$ cat config.mk
export PLATFORM = sky130hd
export DESIGN_NAME = acc_feed_fifo
export DESIGN_NICKNAME = d
export VERILOG_FILES = /design/src/rtl/acc_pkg.sv /design/src/rtl/acc_sync_fifo.sv /design/src/rtl/acc_feed_fifo.sv
export SDC_FILE = /design/constraint.sdc
export NUM_CORES = 1
export LEC_CHECK = 0
export CORE_MARGIN = 5
export CORE_UTILIZATION = 50
export DETAILED_ROUTE_END_ITERATION = 8
export GPL_ROUTABILITY_DRIVEN = 0
export MAX_ROUTING_LAYER = met4
export PLACE_DENSITY = 0.72
export SYNTH_ARGS = -nofsm -noshare
export SYNTH_HDL_FRONTEND = slang
export SYNTH_SLANG_ARGS = --single-unit
export TNS_END_PERCENT = 10
$ cat constraint.sdc
create_clock -name clk -period 2.7 [get_ports clk]
set_clock_uncertainty 0.1 [all_clocks]
set_input_delay 0.405 -clock clk [delete_from_list [all_inputs] [get_ports clk]]
set_output_delay 0.405 -clock clk [all_outputs]
set_load 0.01 [all_outputs]
$ cat src/rtl/acc_pkg.sv
// Shared types and defaults for the accumulator feed path.
package acc_pkg;
  localparam int ACC_DATA_W    = 8;
  localparam int ACC_FRAME_LEN = 500;
  localparam int ACC_DEPTH     = 16;

  typedef enum logic [1:0] {IDLE, CLR, RUN, DONE} acc_feed_state_t;

  // Saturating increment for the 16-bit drop counter.
  function automatic logic [15:0] sat_inc16(input logic [15:0] v);
    return (v == 16'hFFFF) ? v : v + 16'd1;
  endfunction
endpackage

$ cat src/rtl/acc_sync_fifo.sv
// Synchronous FIFO: packed storage, wrapping pointers, registered occupancy.
// Push/pop requests are qualified internally against full/empty.
module acc_sync_fifo #(
  parameter int DATA_W = 8,
  parameter int DEPTH  = 16
) (
  input  logic                    clk,
  input  logic                    rst,
  input  logic                    push,
  input  logic                    pop,
  input  logic [DATA_W-1:0]       wdata,
  output logic [DATA_W-1:0]       rdata,
  output logic [$clog2(DEPTH):0]  level,
  output logic                    full,
  output logic                    empty
);
  localparam int AW = $clog2(DEPTH);
  localparam int LW = AW + 1;

  logic [DEPTH-1:0][DATA_W-1:0] mem;
  logic [AW-1:0]                wptr, rptr;
  logic                         do_push, do_pop;

  assign full    = (level == LW'(DEPTH));
  assign empty   = (level == '0);
  assign do_push = push && !full;
  assign do_pop  = pop && !empty;
  assign rdata   = mem[rptr];

  // Storage needs no reset; occupancy alone defines what is valid.
  always_ff @(posedge clk)
    if (do_push) mem[wptr] <= wdata;

  always_ff @(posedge clk or negedge rst) begin
    if (!rst) begin
      wptr  <= '0;
      rptr  <= '0;
      level <= '0;
    end else begin
      if (do_push) wptr <= wptr + AW'(1);
      if (do_pop)  rptr <= rptr + AW'(1);
      if (do_push && !do_pop)      level <= level + LW'(1);
      else if (!do_push && do_pop) level <= level - LW'(1);
    end
  end
endmodule

$ cat src/rtl/acc_feed_fifo.sv
// Accumulator feed: buffers samples, frames them into FRAME_LEN blocks with a
// clear before and a done strobe on the last sample. Drop mode: ACC_FEED_DROP_EN.
module acc_feed_fifo
  import acc_pkg::*;
#(
  parameter int DATA_W    = ACC_DATA_W,
  parameter int DEPTH     = ACC_DEPTH,
  parameter int FRAME_LEN = ACC_FRAME_LEN
) (
  input  logic                    clk,
  input  logic                    rst,
  input  logic                    in_valid,
  input  logic [DATA_W-1:0]       in_data,
  output logic                    in_ready,
  input  logic                    acc_stall,
  output logic [DATA_W-1:0]       acc_data,
  output logic                    acc_en,
  output logic                    acc_clr,
  output logic                    frame_done,
  output logic [$clog2(DEPTH):0]  level,
  output logic [15:0]             drop_cnt
);
  localparam int CW = $clog2(FRAME_LEN + 1);
  localparam logic [CW-1:0] LAST = CW'(FRAME_LEN - 1);

  acc_feed_state_t  state, state_nxt;
  logic [CW-1:0]    cnt;
  logic [DATA_W-1:0] head;
  logic             full, empty, push, pop;

  // No full bypass: a full FIFO refuses even if a pop happens this cycle.
  assign push = in_valid && !full;
  assign pop  = (state == RUN) && !empty && !acc_stall;

  acc_sync_fifo #(.DATA_W(DATA_W), .DEPTH(DEPTH)) u_fifo (
    .clk   (clk),
    .rst   (rst),
    .push  (push),
    .pop   (pop),
    .wdata (in_data),
    .rdata (head),
    .level (level),
    .full  (full),
    .empty (empty)
  );

`ifdef ACC_FEED_DROP_EN
  assign in_ready = 1'b1;

  always_ff @(posedge clk or negedge rst) begin
    if (!rst)                  drop_cnt <= '0;
    else if (in_valid && full) drop_cnt <= sat_inc16(drop_cnt);
  end
`else
  assign in_ready = !full;
  assign drop_cnt = '0;
`endif

  always_ff @(posedge clk or negedge rst) begin
    if (!rst) state <= IDLE;
    else      state <= state_nxt;
  end

  always_comb begin
    state_nxt  = state;
    acc_clr    = 1'b0;
    frame_done = 1'b0;
    case (state)
      IDLE: if (!empty) state_nxt = CLR;
      CLR: begin
        acc_clr   = 1'b1;
        state_nxt = RUN;
      end
      RUN:  if (pop && cnt == LAST) state_nxt = DONE;
      DONE: begin
        frame_done = 1'b1;
        state_nxt  = IDLE;
      end
      default: state_nxt = IDLE;
    endcase
  end

  always_ff @(posedge clk or negedge rst) begin
    if (!rst)               cnt <= '0;
    else if (state == CLR)  cnt <= '0;
    else if (pop)           cnt <= cnt + CW'(1);
  end

  // One-stage output register: acc_en is the pop delayed by a cycle.
  always_ff @(posedge clk or negedge rst) begin
    if (!rst) begin
      acc_en   <= 1'b0;
      acc_data <= '0;
    end else begin
      acc_en <= pop;
      if (pop) acc_data <= head;
    end
  end
endmodule

* Word level (Yosys, flattened, before mapping)
Index checks and enable logic that the tools add are counted.
** Operators by class
- Magnitude comparators :: 3
- Reduce and logical (&&, ||, !) cells :: 19
- $add $sub $neg :: 5
- Mux-type cells :: 14
- Equality and inequality tests :: 7
** Operators by type and width (count)
- bitwise mux 128 bit :: 1
- binary-select mux 8 bit (select 4 bit) :: 1
- demux 8 bit (select 4 bit) :: 1
- two-way mux 9 bit :: 2
- two-way mux 8 bit :: 2
- < comparator 4 x 5 -> 1 bit (second input constant) :: 2
- two-way mux 5 bit :: 2
- adder 9 x 1 -> 9 bit (second input constant) :: 1
- == test 9 bit (second input constant) :: 1
- logical AND 1 bit :: 9
- adder 4 x 1 -> 4 bit (second input constant) :: 2
- one-hot mux 2 bit (4 select lines) :: 1
- adder 5 x 1 -> 5 bit (second input constant) :: 1
- == test 5 bit (second input constant) :: 1
- logical NOT 1 bit :: 5
- logical NOT 5 bit :: 1
- subtractor 5 x 1 -> 5 bit (second input constant) :: 1
- == test 2 bit (second input constant) :: 2
- >= comparator 4 x 1 -> 1 bit (second input constant) :: 1
- two-way mux 2 bit :: 2
- nonzero test 2 bit :: 2
- == test 2 x 1 -> 1 bit (second input constant) :: 1
- logical NOT 2 bit :: 1
- two-way mux 1 bit :: 2
- 3 further kinds :: 3
** Word-level totals
- Bits of input ports :: 12
- Register bits :: 161
- Word-level logic and storage cells :: 71

* Logic depth before layout (Yosys ltp)
- Depth after elaboration :: 8
- Mapped depth :: 13
- Gate-level depth less buffers :: 11

* By module
Synthesis repeated with hierarchy kept, for this count alone.
** Unflattened totals
- Cell total of the unflattened synthesis :: 437
- Area, all modules :: 6860.3 µm²
** By module, submodules not included
- acc_sync_fifo :: area an instance 5769.3 µm², cells an instance 336, instances 1, seq. area each 4169.0 µm²
- acc_feed_fifo :: area an instance 1091.0 µm², cells an instance 101, instances 1, seq. area each 500.5 µm²

* Worst setup path before layout
Ideal clock, no wire load.
- Kind :: reg-to-reg
- Start point :: reg u_fifo.level[1]
- End point :: reg u_fifo.level[4]
- Cell stages (with the launch flop) :: 12
- Setup time :: 80 ps
- Slack :: -126 ps
- Path buffers :: 2
- Arrival time :: 2646 ps
- Path through :: dfrtp_1 -> nor4_2 -> a21bo_2 -> buf_4 -> clkbuf_1 -> ha_1 -> inv_1 -> ha_1 -> a21o_1 -> a21oi_1 -> mux2i_1 -> xnor2_1
** On the way
- Longest elaborated chain between the ends :: 8
- Elaborated cells between the ends (all ways) :: 18
** Ends and longest elaborated chain
- from (decl) :: RTL line acc_sync_fifo.sv:13 : output logic [$clog2(DEPTH):0] level,
- from (signal assigned) :: RTL line acc_sync_fifo.sv:42 : if (do_push && !do_pop) level <= level + LW'(1);
- from (signal assigned) :: RTL line acc_sync_fifo.sv:43 : else if (!do_push && do_pop) level <= level - LW'(1);
- branches (longest 8 deep; another with subtractor 5 x 1 -> 5 bit)
Parallel ways; which one is timed is not known. The select of a mux whose other input is x is not followed.
A chain may end at the register's enable or synchronous reset.

* Worst setup path in the final report
Ends and elaborated chain as after synthesis.

==> impl_metrics.csv <==
group,metric,value,unit
cts,cts-hold-fix-buffers,0,
routing,routedLengthMet1,5110,µm
synth,avgSynthCellArea,16.8,µm²
die,rows,42,
grt,first_global_vias,3587,
cts,number_of_buffers_on_the_longest_clock_path,2,
cts,clock_sink_total,161,
power_and_ir_drop,total_leakage_power,2.87,nW
sta,fin_setup_tns,0,ns
worst_setup_path,slowest_stage,"sky130_fd_sc_hd__dfrtp_2",
cts,clkTransAtPathRegs,0.06,ns
cts,clock-root-buffer,"sky130_fd_sc_hd__clkbuf_16",
worst_setup_path,worst-r2r-setup-slack,0.16,ns
final_layout,layout_common_cells,"128 x sky130_fd_sc_hd__edfxtp_1, 36 x sky130_fd_sc_hd__nand2_1, 32 x sky130_fd_sc_hd__mux4_2, 31 x sky130_fd_sc_hd__dfrtp_1, 30 x sky130_fd_sc_hd__buf_4",
sta,finalSetupViolations,0,
worst_setup_path,crit-reg2reg-capture,"u_fifo.level[4]",
synth,synthDistinctLibCells,38,
placement,post-dp-hpwl,8170,µm
cts,insertion_delay,0.42,ns
worst_setup_path,worst_r2r_startpoint,"u_fifo.level[1]",
routing,remaining_drc_errors,0,
grt,antenna_found_initial,0,
routing,detail_route.first_pass.iterations,4,
sta,fin_worst_hold_slack,0.290,ns
routing,dr_wl_met2,6620,µm
final_layout,final_layout_size_suffix_gt1_frac,0.230,
die,die_x,126,µm
cts,cts.htree.levels,4,
synth,synth_seq_cells,161,
final_layout,layout.nets,485,
routing,maxUsedRoutingLayer,"met4",
worst_setup_path,critical_path.endpoint_type,"flop",
routing,detail_route.wl_per_cell,19.4,µm
power_and_ir_drop,total_power,8.17,mW
routing,met3WireLength,621,µm
power_and_ir_drop,power_density,1040,nW/µm²
sta,finalCriticalPeriod,2.54,ns
worst_setup_path,max_stage_delay,0.44,ns
worst_setup_path,crit_type,"reg2reg",
outcome,run_status,"finished clean",
sta,final-max-slew-violation-count,0,
sta,worst_slack,0.164,ns
cts,cts_inserted_buffers,17,
routing,routed_wl,12500,µm
placement,pre_cts_slack,0.0781,ns
final_layout,insertedDiodeCount,0,
final_layout,most_common_cell_after_layout_fill_and_taps_aside,"sky130_fd_sc_hd__edfxtp_1",
die,area_of_the_core,13200,µm²
grt,groute.usage.overall,0.172,
placement,post_dp_cell_area,7280,µm²
routing,drt_iter0_markers,349,
sta,hold_violations,0,
synth,synthCells,400,
routing,via_per_inst,5.41,
sta,post-route-period-util,0.939,
grt,grt_first_pass_wirelength,20000,µm
worst_setup_path,crit_chain,"nor4_4, nand2_1, and2_1, ha_2, inv_2, ha_1, a21o_1, a21oi_1, mux2i_1, xnor2_1",
worst_setup_path,worst_path_arrival_time,2.78,ns
die,fp.dieH,126,µm
cts,tritoncts,"yes",
synth,yosysWarningCount,0,
sta,highest_attainable_clock_frequency,394,MHz
sta,max_slew.worst_pin.slew,0.634,ns
min_path,holdCritPathClass,"in2async",
grt,globalRoute.totalOverflow,0,
worst_setup_path,worstPathMaxFanout,5,
worst_setup_path,rr_worst_depth,10,
grt,grt_start_max_net_pins,36,
routing,vias,3490,
routing,antenna_left,0,
power_and_ir_drop,vdd_drop_max,0.740,mV
sta,maxSlewHeadroom,0.578,
die,num_io_pins,45,
flow_run,cap_violations,0,
final_layout,filler_cell_count,1027,
worst_setup_path,critical_path_required,2.94,ns
synth,post_synth_instance_area,6730,µm²
final_layout,final_design_area_no_fill,7860,µm²
worst_setup_path,worstSetupStartpointType,"flop",
die,start_util,0.508,
synth,ys_seq_area_frac,0.694,
die,die_area,15900,µm²
final_layout,synthToLayoutAreaGrowth,16.9,%
placement,port_buffers,28,
where the power goes:
group          total (mW)  switching, mW  internal (mW)  leakage [nW]
combinational        2.57           1.25           1.32          1.03
sequential           3.39          0.305           3.09          1.57
clock                2.21          0.946           1.26         0.263
registers in the layout (all words and copies together), names as in the netlist:
signal and cells:
acc_data 8, acc_en 1, cnt 9, state 2, u_fifo.level 5, u_fifo.mem 128
u_fifo.rptr 4, u_fifo.wptr 4
Yosys cell counts:
cell type / number / area [µm²]
sky130_fd_sc_hd__buf_1: 4 / 15.0
sky130_fd_sc_hd__nor2b_1: 1 / 6.26
sky130_fd_sc_hd__and2_1: 1 / 6.26
sky130_fd_sc_hd__a32o_1: 1 / 10.0
sky130_fd_sc_hd__buf_6: 2 / 22.5
sky130_fd_sc_hd__dfrtp_1: 33 / 826
sky130_fd_sc_hd__ha_1: 15 / 188
sky130_fd_sc_hd__xor2_1: 5 / 43.8
sky130_fd_sc_hd__inv_1: 9 / 33.8
sky130_fd_sc_hd__nand2_1: 36 / 135
sky130_fd_sc_hd__xnor2_1: 12 / 105
sky130_fd_sc_hd__nor4_2: 1 / 12.5
sky130_fd_sc_hd__nor2_1: 21 / 78.8
sky130_fd_sc_hd__inv_2: 1 / 3.75
sky130_fd_sc_hd__or4b_1: 1 / 10.0
sky130_fd_sc_hd__nor3_1: 6 / 30.0
sky130_fd_sc_hd__a21o_1: 1 / 7.51
sky130_fd_sc_hd__fa_1: 1 / 20.0
sky130_fd_sc_hd__mux2i_1: 9 / 90.1
sky130_fd_sc_hd__o22a_1: 1 / 8.76
sky130_fd_sc_hd__edfxtp_1: 128 / 3840
sky130_fd_sc_hd__nand4_1: 5 / 31.3
sky130_fd_sc_hd__mux2_1: 1 / 11.3
sky130_fd_sc_hd__nand2b_1: 2 / 12.5
sky130_fd_sc_hd__a21bo_2: 1 / 10.0
sky130_fd_sc_hd__or3_1: 1 / 6.26
sky130_fd_sc_hd__conb_1: 1 / 3.75
sky130_fd_sc_hd__a21oi_2: 1 / 8.76
sky130_fd_sc_hd__nand3_1: 2 / 10.0
sky130_fd_sc_hd__o21ai_0: 5 / 25.0
sky130_fd_sc_hd__buf_2: 4 / 20.0
sky130_fd_sc_hd__a21oi_1: 12 / 60.1
sky130_fd_sc_hd__mux4_2: 32 / 721
sky130_fd_sc_hd__o21ai_1: 8 / 40.0
sky130_fd_sc_hd__clkbuf_1: 7 / 26.3
sky130_fd_sc_hd__mux2_2: 8 / 90.1
sky130_fd_sc_hd__buf_4: 19 / 143
sky130_fd_sc_hd__and3_1: 2 / 12.5
layout make-up:
cell class / instances / area (µm²) / area share
clock inverters: 13 / 114 / 0.0145
repair buffers: 59 / 526 / 0.0668
inverters: 10 / 37.5 / 0.00477
well taps: 176 / 220 / 0.0280
multi-input cells: 208 / 1860 / 0.237
clock buffers: 18 / 429 / 0.0546
flip-flops and latches: 161 / 4670 / 0.594
critical path: cells and delay by family (launching register included):
kind	cells	cell delay, ns
AOI/OAI and AO/OA	2	0.36
and+or+nand+nor	3	0.63
DFF	1	0.44
buffers and inverters	1	0.10
adders and majority gates	2	0.45
muxes	1	0.23
xor gates and xnor gates	1	0.14
logic make-up after synthesis:
kind of cell               Yosys count  synth area share
adders and majority gates           16            0.0309
buffers and inverters               46            0.0392
and+or+nand+nor                     79            0.0523
other                                1          0.000557
DFF                                161             0.694
muxes                               50             0.136
AOI/OAI and AO/OA                   30            0.0253
xor gates and xnor gates            17            0.0221
metal layers:
layer / up-vias / track usage
met5: - / -
met4: 0 / 0.0492
met3: 14 / 0.0423
met2: 92 / 0.283
met1: 1796 / 0.215
li1: 1588 / -
timing repair:
action                     in CTS  in global routing
buffers inserted                0                  4
gates resized for setup         0                  3
setup endpoints to repair       0                  1
worst max path at each step:
stage | end | cells after the start | from | slack [ns]
after floorplan | u_fifo.level[4] | 13 | state[0] | 0.02
after global placement | u_fifo.level[4] | 10 | acc_stall | 0.14
after detailed placement | u_fifo.level[4] | 10 | acc_stall | 0.08
after CTS | u_fifo.level[4] | 11 | state[0] | 0.08
after global routing | u_fifo.level[4] | 10 | u_fifo.level[1] | -0.03
final | u_fifo.level[4] | 10 | u_fifo.level[1] | 0.16
per-stage QoR:
stage | instances | util
after floorplan | 415 | -
after global placement | 610 | 0.550
after detailed placement | 610 | 0.550
after CTS | 641 | 0.591
after global routing | 645 | 0.594
final | 645 | 0.594
(Power assumes the default switching activity.)
